--- config.mk ---
export PLATFORM = sky130hd
export DESIGN_NAME = day3_frame_ctrl
export DESIGN_NICKNAME = d
export VERILOG_FILES = /design/src/rtl/day3_pkg.sv /design/src/rtl/day3_tx_serializer.sv /design/src/rtl/day3_frame_ctrl.sv
export SDC_FILE = /design/constraint.sdc
export NUM_CORES = 1
export LEC_CHECK = 0
export CORE_ASPECT_RATIO = 1.4
export CORE_MARGIN = 2
export CORE_UTILIZATION = 64
export DETAILED_ROUTE_END_ITERATION = 12
export PLACE_DENSITY = 0.91
export SLEW_MARGIN = 30
export SYNTH_ARGS = -nofsm -noshare
export SYNTH_HDL_FRONTEND = slang
export SYNTH_SLANG_ARGS = --single-unit
--- constraint.sdc ---
create_clock -name sysclk -period 18.5 [get_ports sysclk]
set_input_delay 2.775 -clock sysclk [delete_from_list [all_inputs] [get_ports sysclk]]
set_output_delay 2.775 -clock sysclk [all_outputs]
set_load 0.005 [all_outputs]
--- src/rtl/day3_pkg.sv ---
// rtl/day3_pkg.sv - shared constants, header slices and state encoding for the Day 3 frame sequencer
package day3_pkg;

  localparam logic [7:0] SYNC_BYTE = 8'hAA;
  localparam int DEF_SUM_W = 64;
  localparam int DEF_CNT_W = 12;

  // Header word is {lines, k}, big-endian across the HDR_HI and HDR_LO bytes.
  localparam int HDR_LINES_MSB = 15;
  localparam int HDR_LINES_LSB = 4;
  localparam int HDR_K_MSB = 3;
  localparam int HDR_K_LSB = 0;

  typedef enum logic [3:0] {
    IDLE,
    HDR_LEN,
    HDR_HI,
    HDR_LO,
    LINE_START,
    DIGITS,
    WAIT_RES,
    ACCUM,
    SEND
  } state_t;

  function automatic logic bcd_byte_ok(input logic [7:0] b);
    return (b[7:4] <= 4'd9) && (b[3:0] <= 4'd9);
  endfunction

endpackage

--- src/rtl/day3_tx_serializer.sv ---
// rtl/day3_tx_serializer.sv - loads a SUM_W-bit word and emits it MSB byte first over valid/ready
module day3_tx_serializer
  import day3_pkg::*;
#(
  parameter int SUM_W = DEF_SUM_W
) (
  input  logic             clk,
  input  logic             rst,
  input  logic             load,
  input  logic [SUM_W-1:0] data,
  output logic             tx_valid,
  output logic [7:0]       tx_data,
  input  logic             tx_ready,
  output logic             done
);

  localparam int NB = SUM_W / 8;
  localparam int CW = $clog2(NB + 1);

  logic [SUM_W-1:0] sh;
  logic [CW-1:0]    cnt;

  assign tx_data = sh[SUM_W-1 -: 8];

  always_ff @(posedge clk or posedge rst) begin
    if (rst) begin
      sh       <= '0;
      cnt      <= '0;
      tx_valid <= 1'b0;
      done     <= 1'b0;
    end else begin
      done <= 1'b0;
      if (load) begin
        sh       <= data;
        cnt      <= CW'(NB);
        tx_valid <= 1'b1;
      end else if (tx_valid && tx_ready) begin
        sh  <= sh << 8;
        cnt <= cnt - CW'(1);
        if (cnt == CW'(1)) begin
          tx_valid <= 1'b0;
          done     <= 1'b1;
        end
      end
    end
  end

endmodule

--- src/rtl/day3_frame_ctrl.sv ---
// rtl/day3_frame_ctrl.sv - frame header parser, BCD digit unpacker and line-result accumulator
// Optional error checking (rx_err, non-BCD nibble, overrun) with DAY3_CTRL_ERRCHK_EN.
module day3_frame_ctrl
  import day3_pkg::*;
#(
  parameter int SUM_W = DEF_SUM_W,
  parameter int CNT_W = DEF_CNT_W
) (
  input  logic             sysclk,
  input  logic             rst,
  input  logic             rx_valid,
  input  logic [7:0]       rx_data,
  input  logic             rx_err,
  output logic             line_start,
  output logic [3:0]       k_sel,
  output logic             dig_valid,
  output logic [3:0]       dig_data,
  output logic             dig_last,
  input  logic             dig_ready,
  input  logic             line_done,
  input  logic [SUM_W-1:0] line_val,
  output logic             tx_valid,
  output logic [7:0]       tx_data,
  input  logic             tx_ready,
  output logic             busy,
  output logic             err
);

  state_t           state;
  logic [7:0]       len;
  logic [7:0]       hdr_hi;
  logic [CNT_W-1:0] lines_left;
  logic [SUM_W-1:0] sum;
  logic [7:0]       hold;
  logic             hold_full;
  logic             nib_lo;
  logic [7:0]       byte_cnt;

  logic [15:0]      hdr_word;
  logic [CNT_W-1:0] hdr_lines;
  logic             hdr_empty;
  logic             dig_hs;
  logic             byte_done;
  logic             hold_free;
  logic             payload_st;
  logic             take_rx;
  logic             from_hold;
  logic             from_rx;
  logic             start_byte;
  logic [3:0]       next_hi;
  logic             ser_load;
  logic             ser_done;
  logic             fault;

  assign hdr_word   = {hdr_hi, rx_data};
  assign hdr_lines  = CNT_W'(hdr_word[HDR_LINES_MSB:HDR_LINES_LSB]);
  assign hdr_empty  = (len == 8'd0) || (hdr_lines == '0);
  assign dig_hs     = dig_valid && dig_ready;
  assign byte_done  = (state == DIGITS) && dig_hs && nib_lo;
  assign hold_free  = !hold_full || byte_done;
  assign payload_st = (state == LINE_START) || (state == DIGITS) ||
                      (state == WAIT_RES) || (state == ACCUM);
  assign take_rx    = rx_valid && payload_st;

  // A byte starts presentation either from a pre-captured hold or straight off the receiver,
  // including the cycle its predecessor's low nibble is accepted.
  assign from_hold  = (state == DIGITS) && !dig_valid && hold_full;
  assign from_rx    = (state == DIGITS) && rx_valid &&
                      ((!dig_valid && !hold_full) || (byte_done && !dig_last));
  assign start_byte = from_hold || from_rx;
  assign next_hi    = from_hold ? hold[7:4] : rx_data[7:4];

  assign ser_load = !fault &&
                    (((state == ACCUM) && (lines_left == CNT_W'(1))) ||
                     ((state == HDR_LO) && rx_valid && hdr_empty));

  assign busy = (state != IDLE);

`ifdef DAY3_CTRL_ERRCHK_EN
  logic err_q;
  logic overrun;
  logic bad_digit;

  assign overrun   = take_rx && !hold_free;
  assign bad_digit = start_byte && !bcd_byte_ok(from_hold ? hold : rx_data);
  assign fault     = (rx_valid && rx_err && (state != SEND)) || overrun || bad_digit;
  assign err       = err_q;

  always_ff @(posedge sysclk or posedge rst) begin
    if (rst) begin
      err_q <= 1'b0;
    end else if (fault) begin
      err_q <= 1'b1;
    end else if ((state == IDLE) && rx_valid && (rx_data == SYNC_BYTE)) begin
      err_q <= 1'b0;
    end
  end
`else
  logic unused_rx_err;
  assign unused_rx_err = rx_err;
  assign fault         = 1'b0;
  assign err           = 1'b0;
`endif

  always_ff @(posedge sysclk or posedge rst) begin
    if (rst) begin
      state      <= IDLE;
      len        <= '0;
      hdr_hi     <= '0;
      lines_left <= '0;
      sum        <= '0;
      hold       <= '0;
      hold_full  <= 1'b0;
      nib_lo     <= 1'b0;
      byte_cnt   <= '0;
      line_start <= 1'b0;
      k_sel      <= '0;
      dig_valid  <= 1'b0;
      dig_data   <= '0;
      dig_last   <= 1'b0;
    end else begin
      line_start <= 1'b0;
      if (fault) begin
        state     <= IDLE;
        dig_valid <= 1'b0;
        dig_last  <= 1'b0;
        hold_full <= 1'b0;
        nib_lo    <= 1'b0;
      end else begin
        if (take_rx) begin
          hold      <= rx_data;
          hold_full <= 1'b1;
        end else if (byte_done) begin
          hold_full <= 1'b0;
        end

        case (state)
          IDLE: begin
            if (rx_valid && (rx_data == SYNC_BYTE)) begin
              sum   <= '0;
              state <= HDR_LEN;
            end
          end
          HDR_LEN: begin
            if (rx_valid) begin
              len   <= rx_data;
              state <= HDR_HI;
            end
          end
          HDR_HI: begin
            if (rx_valid) begin
              hdr_hi <= rx_data;
              state  <= HDR_LO;
            end
          end
          HDR_LO: begin
            if (rx_valid) begin
              lines_left <= hdr_lines;
              k_sel      <= hdr_word[HDR_K_MSB:HDR_K_LSB];
              if (hdr_empty) begin
                state <= SEND;
              end else begin
                state      <= LINE_START;
                line_start <= 1'b1;
              end
            end
          end
          LINE_START: begin
            byte_cnt <= '0;
            state    <= DIGITS;
          end
          DIGITS: begin
            if (start_byte) begin
              dig_valid <= 1'b1;
              dig_data  <= next_hi;
              dig_last  <= 1'b0;
              nib_lo    <= 1'b0;
              byte_cnt  <= byte_cnt + 8'd1;
            end else if (dig_hs && !nib_lo) begin
              dig_data <= hold[3:0];
              nib_lo   <= 1'b1;
              dig_last <= (byte_cnt == len);
            end else if (byte_done) begin
              dig_valid <= 1'b0;
              dig_last  <= 1'b0;
              nib_lo    <= 1'b0;
              if (dig_last) state <= WAIT_RES;
            end
          end
          WAIT_RES: begin
            if (line_done) begin
              sum   <= sum + line_val;
              state <= ACCUM;
            end
          end
          ACCUM: begin
            lines_left <= lines_left - CNT_W'(1);
            if (lines_left == CNT_W'(1)) begin
              state <= SEND;
            end else begin
              state      <= LINE_START;
              line_start <= 1'b1;
            end
          end
          SEND: begin
            hold_full <= 1'b0;
            if (ser_done) state <= IDLE;
          end
          default: state <= IDLE;
        endcase
      end
    end
  end

  day3_tx_serializer #(
    .SUM_W(SUM_W)
  ) u_tx_ser (
    .clk     (sysclk),
    .rst     (rst),
    .load    (ser_load),
    .data    (sum),
    .tx_valid(tx_valid),
    .tx_data (tx_data),
    .tx_ready(tx_ready),
    .done    (ser_done)
  );

endmodule

== Word-level counts from Yosys, hierarchy flattened ==
Index checks and enable logic that the tools add are counted.

* Bits of input ports: 79
* RAM bits: 0
* Register bits after elaboration: 195
* Memory bits (read-only): 0
* Output and inout port bits: 22
* Latch bits: 0
* Memories: 0

* Multiplexer cells: 46
* Add/subtract/negate cells: 4
* Shifts and indexed selects: 0
* Divide/modulo/power cells: 0
* Reduce and logical (&&, ||, !) cells: 51
* Equal/unequal tests: 24
* $lt $le $gt $ge: 0
* Bitwise operators: 0
* $mul: 0

{| class="wikitable"
|+ Operators with widths
! cell !! count
|-
| $mux 64 || 4
|-
| $pmux 64 s2 || 1
|-
| $mux 4 || 17
|-
| $add 64x64->64 || 1
|-
| $pmux 4 s9 || 1
|-
| $pmux 12 s2 || 1
|-
| $ne 2x2->1 const B || 11
|-
| $mux 1 || 18
|-
| $eq 4x3->1 const B || 4
|-
| $logic_and 1x1->1 || 16
|-
| $pmux 8 s2 || 1
|-
| $reduce_and 2->1 || 8
|-
| $reduce_bool 2->1 || 7
|-
| $eq 12x1->1 const B || 1
|-
| $logic_not 12->1 || 1
|-
| $mux 12 || 1
|-
| $sub 12x1->12 const B || 1
|-
| $reduce_and 10->1 || 1
|-
| $add 8x1->8 const B || 1
|-
| $eq 4x1->1 const B || 2
|-
| $eq 4x2->1 const B || 2
|-
| $eq 8x8->1 || 1
|-
| $eq 8x8->1 const B || 1
|-
| $logic_not 8->1 || 1
|-
| 11 further kinds || 22
|}

== Logic depth before layout (Yosys ltp) ==
* Depth after elaboration: 9
* Gate-level depth with buffers: 12
* Mapped depth without buffers: 12

== Cells and area by module ==
Synthesis repeated with hierarchy kept, for this count alone.

* Cells, all modules: 1392
* Area total of the unflattened synthesis: 12295.5 sq um

{| class="wikitable"
|+ Modules (own cells, without submodules)
! module !! sequential area each (sq um) !! area an instance (sq um) !! cells each !! instances
|-
| day3_frame_ctrl || 3128.0 || 9062.4 || 1078 || 1
|-
| day3_tx_serializer || 1751.7 || 3233.1 || 314 || 1
|}

== Least setup slack after synthesis ==
OpenSTA, ideal clock, no wires.

* Path type: input port to flip-flop
* Start: input line_val[0]
* End: register sum[48]
* Arrival: 5.065 ns
* Data required time: 18.378 ns
* Buffers on the path: 0
* Stages: 12
* Setup time: 0.122 ns
* Path slack: 13.313 ns
* Path through: ha_1 inv_1 fa_1 nor2b_1 o2111ai_1 a21boi_1 o21ai_1 a211oi_2 o21ai_1 a21o_1 a21o_1 a32o_1

* Word-level cells in the longest chain between the ends: 3

{| class="wikitable"
|+ Ends and longest elaborated chain
! what !! RTL line !! text
|-
| start, declared || day3_frame_ctrl.sv:21 || <nowiki>input logic [SUM_W-1:0] line_val,</nowiki>
|-
| $add 64x64->64 || day3_frame_ctrl.sv:192 || <nowiki>sum <= sum + line_val;</nowiki>
|-
| $mux 64 || day3_frame_ctrl.sv:191 || <nowiki>if (line_done) begin</nowiki>
|-
| $pmux 64 s2 || day3_frame_ctrl.sv:137 || <nowiki>case (state)</nowiki>
|-
| end signal, assigned || day3_frame_ctrl.sv:192 ||
|-
| end, declared || day3_frame_ctrl.sv:33 || <nowiki>logic [SUM_W-1:0] sum;</nowiki>
|}

No other way between the ends. The select of a mux whose other input is x is not followed.
A chain may end at the register's enable or synchronous reset.

== Final worst setup path ==
Same ends and word-level chain as after synthesis.

==> results.toml <==
[synthesis]
ys_async_sr_fraction = 1.000
synth_seq_area_share = 0.3875
synth_area_um2 = 12590
ys_seq_elements = 195
synth_area_leaders = "dfrtp_1 39%, nand2_1 6.8%, ha_1 6.8%"
yosysMostFrequentCell = "nand2_1"
synth-edff-count = 0
synth_top_cell_area_share = 0.3875
syn_inst = 1439
yosys.area.top_type = "dfrtp_1"
synth_area_per_cell_um2 = 8.751
yosysWarnings = 0
synth_cell_types = 76
ys.flop_type = "dfrtp_1"
synthTopCellsByCount = "227 x nand2_1, 195 x dfrtp_1, 146 x o21ai_0"
syn-num-nets = 1587

[setup_path]
max_stage_delay_ns = 0.59
crit_required_ns = 18.84
crit_path_end_kind = "flop"
worstPathCellList = "clkdlybuf4s50_1 -> ha_1 -> inv_1 -> fa_1 -> nor2b_1 -> o2111ai_1 -> a21boi_1 -> o21ai_1 -> a211oi_2 -> o21ai_1 -> a21o_1 -> a21o_1 -> a32o_1"
cp_max_fo = 5
cp.arrival_ns = 6.27
start_kind = "input pin"
crit_type = "input pin to flop"
rrSetupSlack_ns = 14.97
cp_slowest_cell = "a211oi_2"

[pwr]
intPower_mw = 1.149
p_per_area_nw_per_um2 = 145.2
p_sw_uw = 913.9
leakagePower_nw = 6.353
combPwrFrac = 0.483
clock_power_share = 0.186
peakVddDrop_mv = 0.08221
p_seq_frac = 0.332
swShare = 0.4430

[timing]
rsz0062_at_grt = "false"
skew_ns = 0.01813
setup_viol = 0
fmax_mhz = 168.7
setup_tns_ns = 0
postLayoutSetupSlackWorst_ns = 12.57
slew_headroom = 0.3532
hold_viol = 0
period_share = 0.3204
slew_viol_final = 0
worst_slew_pin_slew_ns = 0.9667
period_minus_slack_ns = 5.928

[detailed_routing]
vias = 11464
drtIter0Drc = 1094
route.detailed.drc = 0
drt_wl_total_um = 34190
avgRoutedWirePerCell_um = 19.66
avgViaCountPerCell = 6.592
drtAntennaViolNets = 0
first_pass_iters = 6

[cts]
clk_pin_slew_ns = 0.08
numCtsBuffers = 17
ctsLongestPathBuffers = 2
cts_hold_buffers = 0
cts_resized = 0
tritoncts = "yes"
cts_setup_buffers = 0
htreeDepth = 4
clock-root-buffer = "clkbuf_16"
clock_latency_ns = 0.45
clock-sinks = 195

[global_routing]
grt_pass1_vias = 10882
antenna_found_initial = 1
grt_max_degree = 137
grt_overflow = 0
grt_pass1_wl_um = 54080
grtUsageTotal = 0.3311

[place]
hpwl_um = 24110
post-place-ws_ns = 12.22
io_buffers = 98
gp_congestion = 0.9752

[min_path]
hold_path_class = "flop to flop"

[floorplanning]
chipWidth_um = 122.6
ioPinCount = 101
start_util = 0.6527
num_rows = 60
coreArea_um2 = 19290
die_area_um2 = 20830
die_h_um = 170.0

[outcome]
outcome = "finished, final reports clean"

[layout]
nets = 1626
syn_to_final_growth_pct = 12.87
antennaDiodeCount = 0
drive_gt1_frac = 0.06439

[run]
max_cap_violations = 0
[routing by layer]
layer | part of all wire | vias up | GRT usage
met5 | 0.00029 | - | 0
met4 | 0.055 | 2 | 0.1834
met1 | 0.39 | 5521 | 0.4025
li1 | - | 5280 | -
met3 | 0.062 | 141 | 0.04826
met2 | 0.50 | 520 | 0.5597
[cell usage in the layout (no fill, tap or decap), types with 14 or more instances in the layout]
cell,instances
clkdlybuf4s50_1,98
xor2_1,30
nor3_1,17
mux2i_1,62
dfrtp_1,195
nand3_1,39
o21ai_1,14
o21ai_0,146
nand4_1,41
nor2_1,83
mux2_2,26
o21bai_1,26
inv_1,30
ha_1,68
nor4_1,14
a211oi_1,14
clkbuf_16,17
xnor2_1,31
a21o_1,26
o21a_1,14
a21oi_1,92
nand2_1,226
[cells by family (layout without fill, tap and decap cells)]
logic type               Yosys count  count (layout)  share of synthesized area
XOR/XNOR                          61              61                    0.04243
AND/OR/NAND/NOR                  486             486                     0.1773
flip-flops                       195             195                     0.3875
other                              1               1                  0.0002978
multiplexers                      88              88                    0.07254
adder cells (fa/ha/maj)           69              69                    0.06916
buffers and inverters            117             169                    0.03965
AO/OA/AOI/OAI                    422             422                     0.2112
[registers in the layout, indices dropped and copies added (netlist names), 4 cells and up]
| name | count |
|---|---|
| byte_cnt | 8 |
| sum | 64 |
| hdr_hi | 8 |
| lines_left | 12 |
| state | 4 |
| hold | 8 |
| k_sel | 4 |
| u_tx_ser.cnt | 4 |
| dig_data | 4 |
| u_tx_ser.sh | 64 |
| len | 8 |
[power by group through the flow]
stage               Sequential (mW)  Clock, mW  Combinational [mW]
floorplan                     0.633          0               0.758
global placement              0.681          0               0.939
detailed placement            0.687          0               0.969
CTS                           0.680      0.383               0.980
global route                  0.697      0.401                1.10
finish                        0.685      0.383               0.996
[per-stage QoR]
step                power (mW)  cells  area [µm²]  hold WS [ns]    util
finish                   2.063   1739       14210        0.4714  0.7366
global route             2.198   1739       14210        0.4895  0.7366
CTS                      2.044   1737       14180        0.4785  0.7351
detailed placement       1.656   1705       13580        0.4604  0.7038
global placement         1.620   1705       13580        0.4581  0.7038
floorplan                1.391   1439       12590        0.4367       -
[final cells by class]
type,count,area (µm²)
Multi-Input combinational cell,1127,7239
Fill cell,1373,5081
Sequential cell,195,4880
Timing Repair Buffer,106,1051
Clock buffer,17,425.4
Tap cell,248,310.3
Clock inverter,15,177.7
Inverter,31,128.9
[worst max-delay path: cells and delay by family]
kind | cells | cell delay, ns
compound gates | 8 | 2.16
simple gates | 1 | 0.21
fa+ha+maj | 2 | 0.59
buf+inv | 2 | 0.53
[final timing paths]
check	endpoint	start	depth (start not counted)
max in group asynchronous	u_tx_ser.sh[3]$_DFFE_PP0P_	rst	3
hold reg to reg	state[3]$_DFFE_PP0P_	u_tx_ser.done$_DFF_PP0_	1
setup / recovery	sum[48]$_DFFE_PP0P_	line_val[0]	13
hold / removal	state[3]$_DFFE_PP0P_	u_tx_ser.done$_DFF_PP0_	1
setup reg to reg	sum[48]$_DFFE_PP0P_	sum[0]$_DFFE_PP0P_	12
min in group asynchronous	lines_left[11]$_DFFE_PP0P_	rst	2
(Power assumes the default switching activity.)
